### config.mk
export PLATFORM = sky130hd
export DESIGN_NAME = complex_sqrt_flat
export DESIGN_NICKNAME = d
export VERILOG_FILES = /design/src/rtl/complex_sqrt_if.sv /design/src/rtl/complex_sqrt.sv /design/src/flat_wrapper.sv
export SDC_FILE = /design/constraint.sdc
export NUM_CORES = 2
export LEC_CHECK = 0
export ABC_AREA = 1
export CORE_MARGIN = 4
export CORE_UTILIZATION = 60
export CTS_BUF_LIST = sky130_fd_sc_hd__clkbuf_4 sky130_fd_sc_hd__clkbuf_8
export DETAILED_ROUTE_END_ITERATION = 12
export PLACE_DENSITY = 0.89
export SYNTH_ARGS = -nofsm -noshare
export SYNTH_HDL_FRONTEND = slang
export SYNTH_SLANG_ARGS = --single-unit
### constraint.sdc
create_clock -name clk -period 14.7 [get_ports clk]
set_input_delay 2.94 -clock clk [delete_from_list [all_inputs] [get_ports clk]]
set_output_delay 2.94 -clock clk [all_outputs]
set_load 0.01 [all_outputs]
### src/rtl/complex_sqrt_if.sv
// Handshake and data bundle for the complex square-root block.
// Latency: n/a (wires only).
// Backpressure: in_valid/in_ready on the sample side, out_valid/out_ready on the result side.
//
// Ports (slave = the square-root block):
//   in_valid, sReal, sImag, out_ready : driven by the master
//   in_ready, out_valid, rReal, rImag : driven by the slave
interface complex_sqrt_if #(
    parameter int WIDTH = 16
);
    logic             in_valid;
    logic             in_ready;
    logic [WIDTH-1:0] sReal;
    logic [WIDTH-1:0] sImag;
    logic             out_valid;
    logic             out_ready;
    logic [WIDTH-1:0] rReal;
    logic [WIDTH-1:0] rImag;

    modport slave (
        input  in_valid,
        input  sReal,
        input  sImag,
        input  out_ready,
        output in_ready,
        output out_valid,
        output rReal,
        output rImag
    );

    modport master (
        output in_valid,
        output sReal,
        output sImag,
        output out_ready,
        input  in_ready,
        input  out_valid,
        input  rReal,
        input  rImag
    );
endinterface

### src/rtl/complex_sqrt.sv
// Principal complex square root of one signed sample using one shared bit-serial isqrt engine.
// Latency: out_valid rises 3*WIDTH+3 edges after the accepting edge; one operation in flight.
// Backpressure: in_ready only in IDLE; result held with out_valid high until out_ready.
//
// Ports:
//   clk  : rising-edge clock
//   rst  : asynchronous, active-low reset
//   io   : complex_sqrt_if.slave -- sample in (in_valid/in_ready, sReal, sImag),
//          result out (out_valid/out_ready, rReal >= 0, rImag two's complement)
// Build option: define COMPLEX_SQRT_ROUND_EN to round the x and y passes to nearest
// (the magnitude pass always floors). Latency is the same either way.
module complex_sqrt #(
    parameter int WIDTH = 16
) (
    input  logic          clk,
    input  logic          rst,
    complex_sqrt_if.slave io
);

    localparam int W   = WIDTH;
    localparam int CW  = $clog2(WIDTH);
    // Working remainder during a step: previous remainder plus two radicand bits.
    localparam int RW  = WIDTH + 3;
    // Stored remainder: bounded by 2*root, so one bit wider than the root.
    localparam int RMW = WIDTH + 1;

    localparam logic [2:0] IDLE   = 3'd0;
    localparam logic [2:0] MAG    = 3'd1;
    localparam logic [2:0] ROOT_M = 3'd2;
    localparam logic [2:0] PREP   = 3'd3;
    localparam logic [2:0] ROOT_X = 3'd4;
    localparam logic [2:0] ROOT_Y = 3'd5;
    localparam logic [2:0] DONE   = 3'd6;

    logic [2:0]     state_q,     state_d;
    logic [CW-1:0]  cnt_q,       cnt_d;
    logic [W-1:0]   a_q,         a_d;
    logic [W-1:0]   b_q,         b_d;
    logic [W-1:0]   mag_q,       mag_d;
    logic [W-1:0]   py_q,        py_d;
    logic [W-1:0]   x_q,         x_d;
    logic [2*W-1:0] rad_q,       rad_d;
    logic [RMW-1:0] rem_q,       rem_d;
    logic [W-1:0]   root_q,      root_d;
    logic [W-1:0]   r_real_q,    r_real_d;
    logic [W-1:0]   r_imag_q,    r_imag_d;
    logic           out_valid_q, out_valid_d;

    // ------------------------------------------------------------------
    // Datapath helpers
    // ------------------------------------------------------------------
    logic signed [2*W-1:0] a_ext;
    logic signed [2*W-1:0] b_ext;
    logic [2*W-1:0]        sum_sq;
    logic [W:0]            mag_ext;
    logic [W:0]            a_sx;
    logic [W-1:0]          px;
    logic [W-1:0]          py;

    always_comb begin
        a_ext  = {{W{a_q[W-1]}}, a_q};
        b_ext  = {{W{b_q[W-1]}}, b_q};
        // Each square is at most 2^(2W-2), so the sum fits 2W bits unsigned.
        sum_sq = $unsigned(a_ext * a_ext) + $unsigned(b_ext * b_ext);

        // mag >= |a|, so both (mag + a) and (mag - a) lie in [0, 2^(W+1)) and the
        // W+1-bit modular result is exact; the shift brings them back to W bits.
        mag_ext = {1'b0, mag_q};
        a_sx    = {a_q[W-1], a_q};
        px      = W'((mag_ext + a_sx) >> 1);
        py      = W'((mag_ext - a_sx) >> 1);
    end

    // ------------------------------------------------------------------
    // Restoring isqrt step: bring down two radicand bits, try (4*root + 1).
    // ------------------------------------------------------------------
    logic [RW-1:0]  rem_sh;
    logic [RW-1:0]  trial;
    logic           take;
    logic [RMW-1:0] rem_nxt;
    logic [W-1:0]   root_nxt;
    logic [2*W-1:0] rad_nxt;
    logic [W-1:0]   res_fin;
    logic           last;

    always_comb begin
        rem_sh   = {rem_q, rad_q[2*W-1 -: 2]};
        trial    = {1'b0, root_q, 2'b01};
        take     = (rem_sh >= trial);
        rem_nxt  = RMW'(take ? (rem_sh - trial) : rem_sh);
        root_nxt = {root_q[W-2:0], take};
        rad_nxt  = {rad_q[2*W-3:0], 2'b00};
        last     = (cnt_q == CW'(WIDTH - 1));
    end

    // Final value of the x / y passes as seen on their last iteration.
`ifdef COMPLEX_SQRT_ROUND_EN
    // Round to nearest: radicand - q^2 > q means the radicand is past (q + 0.5)^2.
    always_comb begin
        res_fin = (rem_nxt > {1'b0, root_nxt}) ? (root_nxt + W'(1)) : root_nxt;
    end
`else
    always_comb begin
        res_fin = root_nxt;
    end
`endif

    // ------------------------------------------------------------------
    // Control
    // ------------------------------------------------------------------
    always_comb begin
        state_d     = state_q;
        cnt_d       = cnt_q;
        a_d         = a_q;
        b_d         = b_q;
        mag_d       = mag_q;
        py_d        = py_q;
        x_d         = x_q;
        rad_d       = rad_q;
        rem_d       = rem_q;
        root_d      = root_q;
        r_real_d    = r_real_q;
        r_imag_d    = r_imag_q;
        out_valid_d = out_valid_q;

        // The engine advances in every root pass; loads below override it.
        if (state_q == ROOT_M || state_q == ROOT_X || state_q == ROOT_Y) begin
            rad_d  = rad_nxt;
            rem_d  = rem_nxt;
            root_d = root_nxt;
            cnt_d  = last ? '0 : (cnt_q + CW'(1));
        end

        case (state_q)
            IDLE: begin
                if (io.in_valid) begin
                    a_d     = io.sReal;
                    b_d     = io.sImag;
                    state_d = MAG;
                end
            end
            MAG: begin
                rad_d   = sum_sq;
                rem_d   = '0;
                root_d  = '0;
                cnt_d   = '0;
                state_d = ROOT_M;
            end
            ROOT_M: begin
                if (last) begin
                    mag_d   = root_nxt;
                    state_d = PREP;
                end
            end
            PREP: begin
                rad_d   = {{W{1'b0}}, px};
                rem_d   = '0;
                root_d  = '0;
                cnt_d   = '0;
                py_d    = py;
                state_d = ROOT_X;
            end
            ROOT_X: begin
                if (last) begin
                    x_d     = res_fin;
                    rad_d   = {{W{1'b0}}, py_q};
                    rem_d   = '0;
                    root_d  = '0;
                    state_d = ROOT_Y;
                end
            end
            ROOT_Y: begin
                if (last) begin
                    r_real_d = x_q;
                    // b == 0 with a < 0 lands here with the sign bit clear: +j*y.
                    r_imag_d = b_q[W-1] ? ('0 - res_fin) : res_fin;
                    state_d  = DONE;
                end
            end
            DONE: begin
                // The result registers settle on DONE entry; out_valid follows one
                // edge later and drops on the transfer edge.
                if (out_valid_q && io.out_ready) begin
                    out_valid_d = 1'b0;
                    state_d     = IDLE;
                end else begin
                    out_valid_d = 1'b1;
                end
            end
            default: begin
                state_d     = IDLE;
                out_valid_d = 1'b0;
            end
        endcase
    end

    always_ff @(posedge clk or negedge rst) begin
        if (!rst) begin
            state_q     <= IDLE;
            cnt_q       <= '0;
            a_q         <= '0;
            b_q         <= '0;
            mag_q       <= '0;
            py_q        <= '0;
            x_q         <= '0;
            rad_q       <= '0;
            rem_q       <= '0;
            root_q      <= '0;
            r_real_q    <= '0;
            r_imag_q    <= '0;
            out_valid_q <= 1'b0;
        end else begin
            state_q     <= state_d;
            cnt_q       <= cnt_d;
            a_q         <= a_d;
            b_q         <= b_d;
            mag_q       <= mag_d;
            py_q        <= py_d;
            x_q         <= x_d;
            rad_q       <= rad_d;
            rem_q       <= rem_d;
            root_q      <= root_d;
            r_real_q    <= r_real_d;
            r_imag_q    <= r_imag_d;
            out_valid_q <= out_valid_d;
        end
    end

    assign io.in_ready  = (state_q == IDLE);
    assign io.out_valid = out_valid_q;
    assign io.rReal     = r_real_q;
    assign io.rImag     = r_imag_q;

endmodule

### src/flat_wrapper.sv
// flat-port wrapper written by rule: the top's interface ports become plain ports
module complex_sqrt_flat 
#(
    parameter int WIDTH = 16
)
  (clk, rst, io_in_valid, io_sReal, io_sImag, io_out_ready, io_in_ready, io_out_valid, io_rReal, io_rImag);
  complex_sqrt_if #(.WIDTH(WIDTH)) io_i ();
  input  logic clk;
  input  logic rst;
  input wire logic [$bits(io_i.in_valid)-1:0] io_in_valid;
  input wire logic [$bits(io_i.sReal)-1:0] io_sReal;
  input wire logic [$bits(io_i.sImag)-1:0] io_sImag;
  input wire logic [$bits(io_i.out_ready)-1:0] io_out_ready;
  output wire logic [$bits(io_i.in_ready)-1:0] io_in_ready;
  output wire logic [$bits(io_i.out_valid)-1:0] io_out_valid;
  output wire logic [$bits(io_i.rReal)-1:0] io_rReal;
  output wire logic [$bits(io_i.rImag)-1:0] io_rImag;
  assign io_i.in_valid = io_in_valid;
  assign io_i.sReal = io_sReal;
  assign io_i.sImag = io_sImag;
  assign io_i.out_ready = io_out_ready;
  assign io_in_ready = io_i.in_ready;
  assign io_out_valid = io_i.out_valid;
  assign io_rReal = io_i.rReal;
  assign io_rImag = io_i.rImag;
  complex_sqrt #(.WIDTH(WIDTH)) u_core (.clk(clk), .rst(rst), .io(io_i));
endmodule
==> impl_metrics.yaml <==
status:
  status: "completed"
clock_tree:
  cts_resized: 0
  cts_buffers: 17
  cts-root-buf: "clkbuf_8"
  clock_sinks: 185
  cts_buffer_depth: 2
  cts_tree: "done"
  cts_setup_buffers: 0
  postCtsHoldBufs: 0
  htreeDepth: 4
  clkTransAtPathRegs_ns: 0.14
  clkLatencyLatePin_ns: 0.54
global_route:
  top_usage_layer: "met2"
  grt_max_degree: 122
  globalRouteMet3Util: 0.0643
  grt.total_usage: 0.308
  grt_pass1_vias: 24400
  grt_use_met1: 0.387
  grt_util_met2: 0.506
  grt_pass1_wl_um: 123000
  grt_overflow: 0
  antenna_found_initial: 1
flow_run:
  cap_violations: 0
final_layout:
  finalInstanceArea_sq_um: 30200
  syn_to_final_growth_pct: 5.27
  final_cell_count_no_fill: 4028
  fin_nets: 4162
  drive_gt1_frac: 0.0401
timing:
  max_freq_mhz: 123
  setup_viol: 0
  finalHoldViolCount: 0
  skew_ns: 0.0330
  worst_pin_slew_ns: 1.14
  slew_headroom: 0.240
  rsz0062_at_grt: "false"
  final.setup.tns_ns: 0
  min_period_over_period: 0.554
  report.final.slew_viol_count: 0
  post-route-min-period_ns: 8.15
  finalWorstSetupSlack_ns: 6.55
worst_setup_path:
  setup.worst_path.end_class: "register"
  crit_path_start_kind: "register"
  crit_family: "adder cells"
  arrival_ns: 8.56
  cp.required_ns: 15.11
  reg2reg_slack_ns: 6.55
  crit_buf_inv: 8
  cpMostUsedCell: "fa_1"
  cp_slowest_cell: "clkinv_1"
  cp_max_fo: 36
  slowest_delay_ns: 0.89
  path_class: "reg2reg"
routing:
  via_count: 22600
  wl_per_cell_um: 18.7
  vias_per_cell: 5.60
  drc: 0
  dr.pass1.iters: 5
  dr.first_iter.drc_count: 2156
  wl_um: 75400
  ant_nets: 0
synth:
  syn_inst: 3413
  yosys_most_used_dff: "dfrtp_1"
  async_flop_share: 1.00
  yosys-top-cells-count: "inv_1, nand2_1, fa_1"
  syn-cell-area_sq_um: 28700
  synth_top_area_cell: "fa_1"
  yosysWarningCount: 0
  synthesis.nets: 4168
  avgSynthCellArea_sq_um: 8.40
  ys_ff_latch: 185
  yosysMostFrequentCell: "inv_1"
  yosys-top-cells-area: "fa_1, dfrtp_1, inv_1"
  synth_edf_count: 0
  ys_seq_area_frac: 0.161
  yosysTopAreaCellShare: 0.365
  synthDistinctLibCells: 58
placed_design:
  portBuffers: 69
  place_area_sq_um: 29800
  place_congestion: 0.973
  dp_cells: 3995
  place_ws_ns: 6.71
  dp_hpwl_um: 60100
die:
  rows: 79
  start_util: 0.612
  die_w_um: 227
  dieArea_sq_um: 51300
  io_pins: 70
  core-area_sq_um: 46900
  die_y_um: 227
min_path:
  min_path_type: "reg2reg"
## flip-flops by register name (all words and copies together), names as in the netlist
register / count
u_core.rad_q: 32
u_core.rem_q: 17
u_core.a_q: 16
u_core.b_q: 16
u_core.io.rImag: 16
u_core.io.rReal: 16
u_core.mag_q: 16
u_core.py_q: 16
u_core.root_q: 16
u_core.x_q: 16
u_core.cnt_q: 4
u_core.state_q: 3
u_core.io.out_valid: 1
## final cells by class
cell class	count	area [sq um]
Antenna cell	1	2.50
Clock buffer	18	241
Clock inverter	14	184
Fill cell	3694	16700
Inverter	923	3480
Multi-Input combinational cell	2193	20100
Sequential cell	185	4630
Tap cell	607	759
Timing Repair Buffer	87	830
## layout by cell type, fill, tap and decap left out, types with 5 or more instances in the layout
master	n
xnor2_1	14
xor2_1	33
clkbuf_8	18
nor2_1	168
o21ai_0	174
o21bai_1	14
mux2i_1	5
nand3b_1	5
fa_1	523
or2_2	17
a21o_1	11
o211ai_1	20
nor2_2	7
nor3_1	15
mux2_2	7
inv_2	12
nand4_1	14
a211oi_2	5
a21oi_1	157
inv_1	905
dfrtp_1	185
nand2_1	613
o21ai_2	6
o21ai_1	13
nand3_1	102
clkdlybuf4s50_1	68
buf_4	18
nor2_4	7
or2_1	6
a22oi_1	5
a31oi_1	10
nand2_2	7
ha_1	196
## kinds of logic (layout without fill, tap and decap cells)
group	Yosys count	after routing	share of synthesized area
xor gates and xnor gates	47	47	0.0144
AOI/OAI and AO/OA	443	443	0.0872
DFF	185	185	0.161
adders and majority gates	719	719	0.451
other	0	1	0
muxes	12	12	0.00450
and+or+nand+nor	972	972	0.143
buffers and inverters	1035	1042	0.139
## routing by layer
metal | vias to the layer above | part of all wire
met5 | - | 0
met3 | 311 | 0.086
li1 | 10100 | -
met2 | 1103 | 0.48
met4 | 0 | 0.060
met1 | 11000 | 0.37
## path summary, 6_finish.rpt
kind / cells after the start / endpoint / start
max: 26 / u_core.rad_q[23] / u_core.b_q[15]
min: 2 / u_core.io.rImag[13] / u_core.io.rImag[13]
max reg2reg: 26 / u_core.rad_q[23] / u_core.b_q[15]
min reg2reg: 2 / u_core.io.rImag[13] / u_core.io.rImag[13]
max in group asynchronous: 2 / u_core.a_q[6] / rst
min in group asynchronous: 1 / u_core.rad_q[27] / rst
## through the flow
step / util / hold WS (ns)
2_1_floorplan: - / 0.447
3_3_place_gp: 0.635 / 0.466
3_5_place_dp: 0.635 / 0.473
4_1_cts: 0.644 / 0.496
5_1_grt: 0.644 / 0.513
6_report: 0.644 / 0.488
## worst reg2reg max path, cell delays in order (launching register included)
cell      delay [ns]
dfrtp_1         0.35
buf_4           0.42
clkinv_1        0.92
fa_1            0.86
inv_1           0.07
fa_1            0.54
inv_1           0.05
fa_1            0.46
fa_1            0.54
inv_1           0.05
fa_1            0.48
fa_1            0.54
fa_1            0.50
inv_1           0.05
fa_1            0.48
inv_1           0.05
ha_1            0.35
nand2_1         0.11
nor2_1          0.18
inv_1           0.12
o21ai_0         0.33
o21bai_1        0.23
nand2_1         0.12
nand2_1         0.08
nand2_1         0.06
nand3_1         0.07
nand2_1         0.05
Power is left out: the tool's default activity adds up to more than one toggle a clock period on the data nets, which glitch-free logic cannot reach.
